### src/rtl/keypad_encoder.sv
// Row-scanning encoder for a 4x5 active-low keypad: one key at a time is
// debounced and reported as a single-cycle registered keystroke.

typedef enum logic [3:0] {
    NONE   = 4'd0,
    NUMBER = 4'd1,
    PLUS   = 4'd2,
    MINUS  = 4'd3,
    NEGATE = 4'd4,
    LP     = 4'd5,
    RP     = 4'd6,
    EQUALS = 4'd7,
    CLEAR  = 4'd8
} key_op_t;

typedef struct packed {
    key_op_t    op;
    logic [3:0] num;
} keyStroke_t;

module keypad_encoder #(
    parameter int SCAN_DWELL      = 4,
    parameter int DEBOUNCE_CYCLES = 4
) (
    input  logic       clk,
    input  logic       rst_b,
    input  logic [4:0] col_n,
    output logic [3:0] row_n,
    output keyStroke_t keyIn
);

    typedef enum logic [1:0] {SCAN, DEBOUNCE, EMIT, RELEASE} state_t;

    localparam logic [3:0] DWELL_LAST = 4'(SCAN_DWELL - 1);
    localparam logic [7:0] DEB_TARGET = 8'(DEBOUNCE_CYCLES);
    localparam keyStroke_t KEY_IDLE   = '{op: NONE, num: 4'd0};

    state_t     state;
    logic [1:0] row;
    logic [3:0] dwell_cnt;
    logic [7:0] deb_cnt;
    logic [4:0] sync_q1;
    logic [4:0] sync_q2;
    logic [4:0] cap_pattern;
    logic [2:0] cap_col;
    logic       single_low;
    logic [2:0] hit_col;

    function automatic logic [3:0] row_drive(input logic [1:0] r);
        return ~(4'b0001 << r);
    endfunction

    function automatic keyStroke_t map_key(input logic [1:0] r, input logic [2:0] c);
        keyStroke_t k;
        k = KEY_IDLE;
        case ({r, c})
            5'b00_000: k = '{NUMBER, 4'd1};
            5'b00_001: k = '{NUMBER, 4'd2};
            5'b00_010: k = '{NUMBER, 4'd3};
            5'b00_011: k = '{PLUS,   4'd0};
            5'b00_100: k = '{MINUS,  4'd0};
            5'b01_000: k = '{NUMBER, 4'd4};
            5'b01_001: k = '{NUMBER, 4'd5};
            5'b01_010: k = '{NUMBER, 4'd6};
            5'b01_011: k = '{LP,     4'd0};
            5'b01_100: k = '{RP,     4'd0};
            5'b10_000: k = '{NUMBER, 4'd7};
            5'b10_001: k = '{NUMBER, 4'd8};
            5'b10_010: k = '{NUMBER, 4'd9};
            5'b10_011: k = '{NEGATE, 4'd0};
            5'b10_100: k = '{CLEAR,  4'd0};
            5'b11_000: k = '{NUMBER, 4'd0};
            5'b11_001: k = '{EQUALS, 4'd0};
            default:   k = KEY_IDLE;
        endcase
        return k;
    endfunction

    // A scan hit needs exactly one column low; anything else is treated as no key.
    always_comb begin
        // NOTE: defaults first so every path assigns both outputs; otherwise a latch is inferred.
        single_low = 1'b1;
        hit_col    = 3'd0;
        case (sync_q2)
            5'b11110: hit_col = 3'd0;
            5'b11101: hit_col = 3'd1;
            5'b11011: hit_col = 3'd2;
            5'b10111: hit_col = 3'd3;
            5'b01111: hit_col = 3'd4;
            default:  single_low = 1'b0;
        endcase
    end

    always_ff @(posedge clk) begin
        if (!rst_b) begin
            // NOTE: non-blocking assignments throughout, so every flop sees pre-edge values.
            state     <= SCAN;
            row       <= 2'd0;
            row_n     <= 4'b1110;
            dwell_cnt <= '0;
            deb_cnt   <= '0;
            sync_q1   <= '1;
            sync_q2   <= '1;
            keyIn     <= KEY_IDLE;
            // NOTE: cap_pattern/cap_col are left out of reset; they are written before any read.
        end else begin
            sync_q1 <= col_n;
            sync_q2 <= sync_q1;
            keyIn   <= KEY_IDLE;

            unique case (state)
                SCAN: begin
                    if (dwell_cnt == DWELL_LAST) begin
                        dwell_cnt <= '0;
                        if (single_low) begin
                            cap_pattern <= sync_q2;
                            cap_col     <= hit_col;
                            deb_cnt     <= 8'd1;
                            if (DEB_TARGET == 8'd1) begin
                                state <= EMIT;
                                keyIn <= map_key(row, hit_col);
                            end else begin
                                state <= DEBOUNCE;
                            end
                        end else begin
                            row   <= row + 2'd1;
                            row_n <= row_drive(row + 2'd1);
                        end
                    end else begin
                        dwell_cnt <= dwell_cnt + 4'd1;
                    end
                end

                DEBOUNCE: begin
                    if (sync_q2 == cap_pattern) begin
                        if (deb_cnt + 8'd1 == DEB_TARGET) begin
                            state   <= EMIT;
                            deb_cnt <= '0;
                            keyIn   <= map_key(row, cap_col);
                        end else begin
                            deb_cnt <= deb_cnt + 8'd1;
                        end
                    end else begin
                        state   <= SCAN;
                        deb_cnt <= '0;
                        row     <= row + 2'd1;
                        row_n   <= row_drive(row + 2'd1);
                    end
                end

                EMIT: begin
                    state   <= RELEASE;
                    deb_cnt <= '0;
                end

                // The row stays driven until every column has read high long enough.
                RELEASE: begin
                    if (sync_q2 != 5'b11111) begin
                        deb_cnt <= '0;
                    end else if (deb_cnt + 8'd1 == DEB_TARGET) begin
                        state     <= SCAN;
                        deb_cnt   <= '0;
                        dwell_cnt <= '0;
                        row       <= row + 2'd1;
                        row_n     <= row_drive(row + 2'd1);
                    end else begin
                        deb_cnt <= deb_cnt + 8'd1;
                    end
                end
            endcase
        end
    end

endmodule

### config.mk
export PLATFORM = sky130hd
export DESIGN_NAME = keypad_encoder
export DESIGN_NICKNAME = d
export VERILOG_FILES = /design/src/rtl/keypad_encoder.sv
export SDC_FILE = /design/constraint.sdc
export NUM_CORES = 1
export LEC_CHECK = 0
export BUFFER_PORTS_ARGS = -buffer_cell sky130_fd_sc_hd__buf_2
export CAP_MARGIN = 5
export CORE_MARGIN = 2
export CORE_UTILIZATION = 37
export DETAILED_ROUTE_END_ITERATION = 8
export PLACE_DENSITY = 0.62
export SETUP_SLACK_MARGIN = 0.05
export SLEW_MARGIN = 10
export SYNTH_ARGS = -nofsm -noshare
export SYNTH_HDL_FRONTEND = slang
export SYNTH_SLANG_ARGS = --single-unit
### constraint.sdc
create_clock -name clk -period 2.48 [get_ports clk]
set_input_delay 0.372 -clock clk [delete_from_list [all_inputs] [get_ports clk]]
set_output_delay 0.372 -clock clk [all_outputs]
set_load 0.1 [all_outputs]
==> impl_metrics.json <==
{
  "worst-path-max-fanout": 10,
  "grt_overflow": 0,
  "clock_latency_ns": 0.30,
  "power.leakage_nw": 0.973,
  "synthMuxAreaShare_pct": 3.67,
  "clock-sinks": 46,
  "die_h_um": 83.7,
  "synth-compound-area-share_pct": 13.6,
  "synth_top_family_by_area": "simple AND/OR/NAND/NOR gates",
  "outcome": "finished, final reports clean",
  "final_cell_mix": "38 x dfxtp_1, 27 x nand2_1",
  "cts_tree": "done",
  "diodes": 0,
  "synth_area_mm2": 0.00235,
  "r2r_setup_slack_ns": 0.37,
  "synth.avg_cell_area_um2": 9.32,
  "synth-async-reset-ratio_pct": 0,
  "r2r-end": "cap_pattern[1]$_DFFE_PP_",
  "rsz0062_at_grt": "false",
  "crit_type": "reg2reg",
  "route.detailed.drc": 0,
  "hp-class": "in2reg",
  "p_per_area_mw_per_mm2": 556,
  "max_stage_delay_ns": 0.63,
  "fmax_ghz": 0.474,
  "ys_ff_latch": 46,
  "cap_viol_max_count": 0,
  "io-pin-count": 19,
  "cts.clk_slew.worst_paths_ns": 0.09,
  "holdPathEnd": "sync_q1[1]$_SDFF_PN1_",
  "ant_nets": 0,
  "hold_viol_final": 0,
  "final_nets": 282,
  "htree_levels": 2,
  "drt_wl_total_um": 4060,
  "hold_buffers": 0,
  "finalWorstSetupSlack_ns": 0.370,
  "synth_fa_ha_area_share_pct": 5.32,
  "reg2reg_depth": 5,
  "vias_per_cell": 5.09,
  "dp_hpwl_um": 2840,
  "yosys_warnings": 0,
  "cp.required_ns": 2.50,
  "peakVddDrop_uv": 224,
  "wl_per_cell_um": 11.8,
  "hold_start": "col_n[1]",
  "die-width_um": 83.7,
  "cts_buffers": 5,
  "yosysSeqAreaShare_pct": 42.6,
  "r2r_start": "sync_q2[3]$_SDFF_PN1_",
  "grt_max_degree": 31,
  "clock_path_buffers": 2,
  "grt_pass1_wl_um": 7120,
  "maxSlewViolCount": 0,
  "synth-simple-area-share_pct": 26.1,
  "place_congestion": 0.815,
  "place_ws_ns": 0.347,
  "cp_cell_sequence": "nand2_2 -> nor3_2 -> o311ai_4 -> nor4_1 -> buf_4",
  "drive_gt1_share_pct": 18.4,
  "cp.arrival_ns": 2.13,
  "start_kind": "register",
  "slew_headroom_pct": 61.3,
  "fin_skew_ns": 0.00611,
  "final_common_cell": "dfxtp_1",
  "fillers": 606,
  "synth_ff_type": "dfxtp_1",
  "synthXorXnorAreaFrac_pct": 3.78,
  "finalCritPeriodShare_pct": 85.1,
  "grt.total_usage_pct": 12.3,
  "placedInstanceArea_mm2": 0.00249,
  "crit_slowest_cell": "dfxtp_1",
  "end_kind": "register",
  "setup_viol": 0,
  "critPathTopFamily": "simple AND/OR/NAND/NOR gates",
  "dieArea_mm2": 0.00700,
  "yosysUniqueCellTypes": 57,
  "postCtsSetupRepairBufs": 0,
  "min_path_cells": 2,
  "fp.coreArea_mm2": 0.00624,
  "drt_iter0_drc": 81,
  "critPathBufInv": 1,
  "final_area_mm2": 0.00258,
  "synth_edf_count": 8,
  "syn_to_final_growth_pct": 9.74,
  "dr.pass1.iters": 4,
  "cts_root_buf": "clkbuf_8",
  "tightest_slew_ns": 0.575,
  "syn-num-nets": 269,
  "io_buffers": 18,
  "antenna_found_initial": 0,
  "vias": 1746,
  "final_util_pct": 41.3,
  "finalSetupTns_ns": 0,
  "rows": 29,
  "period_needed_ns": 2.11,
  "grt_pass1_vias": 1583,
  "cts_resized": 0,
  "start_util_pct": 37.7,
  "synth_cells": 252
}
## synthesized netlist by cell type, types with 2 or more instances
master | instances | area share (%)
a21oi_1 | 9 | 1.9
a22oi_1 | 4 | 1.3
a31oi_1 | 4 | 1.1
and2_1 | 3 | 0.80
and3_1 | 3 | 0.80
buf_2 | 2 | 0.43
buf_4 | 2 | 0.64
clkbuf_1 | 11 | 1.8
dfxtp_1 | 38 | 32
edfxtp_1 | 8 | 10
ha_1 | 10 | 5.3
inv_1 | 9 | 1.4
mux2_4 | 3 | 1.9
mux2i_1 | 3 | 1.3
nand2_1 | 27 | 4.3
nand2b_1 | 18 | 4.8
nand3_1 | 18 | 3.8
nand4_1 | 4 | 1.1
nand4b_1 | 2 | 0.75
nor2_1 | 18 | 2.9
nor3_1 | 4 | 0.85
nor3_2 | 3 | 1.3
nor4_1 | 2 | 0.53
o21a_1 | 2 | 0.64
o21ai_0 | 5 | 1.1
o22ai_1 | 2 | 0.53
o31ai_1 | 2 | 0.64
or2_2 | 2 | 0.53
xnor2_1 | 5 | 1.9
xor2_1 | 2 | 0.75
## registers in the layout, summed over array words and instances (netlist names), named ones only
name,count
cap_col,3
cap_pattern,5
deb_cnt,8
row,2
keyIn,8
state,1
sync_q2,5
sync_q1,5
row_n,4
dwell_cnt,4
## where the power goes
| group | switching [mW] | total (mW) | internal (mW) |
|---|---|---|---|
| Combinational | 0.0985 | 0.162 | 0.0634 |
| Clock | 0.265 | 0.463 | 0.198 |
| Sequential | 0.0266 | 0.808 | 0.781 |
| Total | 0.390 | 1.43 | 1.04 |
## layout make-up
cell class / instances / area [um2] / share of cell area, %
clock buffers: 5 / 68.8 / 2.67
inverters: 10 / 37.5 / 1.46
multi-input cells: 180 / 1230 / 47.8
well taps: 77 / 96.3 / 3.74
flip-flops and latches: 46 / 1000 / 38.8
repair buffers: 22 / 120 / 4.66
clock inverters: 3 / 21.3 / 0.825
## worst max-delay path by stage
stage	startpoint	endpoint	slack, ns	depth (start not counted)
finish	sync_q2[3]$_SDFF_PN1_	cap_pattern[1]$_DFFE_PP_	0.37	5
global route	sync_q2[3]$_SDFF_PN1_	cap_col[1]$_DFFE_PP_	0.27	5
CTS	sync_q2[3]$_SDFF_PN1_	cap_col[0]$_DFFE_PP_	0.35	5
detailed placement	sync_q2[3]$_SDFF_PN1_	cap_pattern[2]$_DFFE_PP_	0.35	5
global placement	sync_q2[3]$_SDFF_PN1_	row_n[3]$_SDFFE_PN1P_	0.40	5
floorplan	sync_q2[4]$_SDFF_PN1_	cap_col[0]$_DFFE_PP_	0.21	5
## metrics by stage
stage | total power [mW] | cells | hold WS [ns]
after floorplan | 0.961 | 252 | 0.386
after global placement | 0.988 | 335 | 0.387
after detailed placement | 0.989 | 335 | 0.391
after CTS | 1.45 | 343 | 0.232
after global routing | 1.51 | 343 | 0.228
final | 1.43 | 343 | 0.240
## cell families (layout without fill, tap and decap cells)
logic type / count (synthesis) / count (layout)
simple gates: 114 / 114
xor+xnor: 8 / 8
flops: 46 / 46
mux: 7 / 7
buf+inv: 26 / 40
fa+ha+maj: 10 / 10
compound gates: 41 / 41
## routing by layer
| metal | vias to the layer above | GRT usage [%] | part of all wire, % |
|---|---|---|---|
| li1 | 911 | - | - |
| met5 | - | 0 | 0 |
| met2 | 38 | 20.1 | 45 |
| met3 | 5 | 3.56 | 4.2 |
| met1 | 792 | 15.6 | 50 |
| met4 | 0 | 4.11 | 1.2 |
Power figures use the tool's default switching activity.
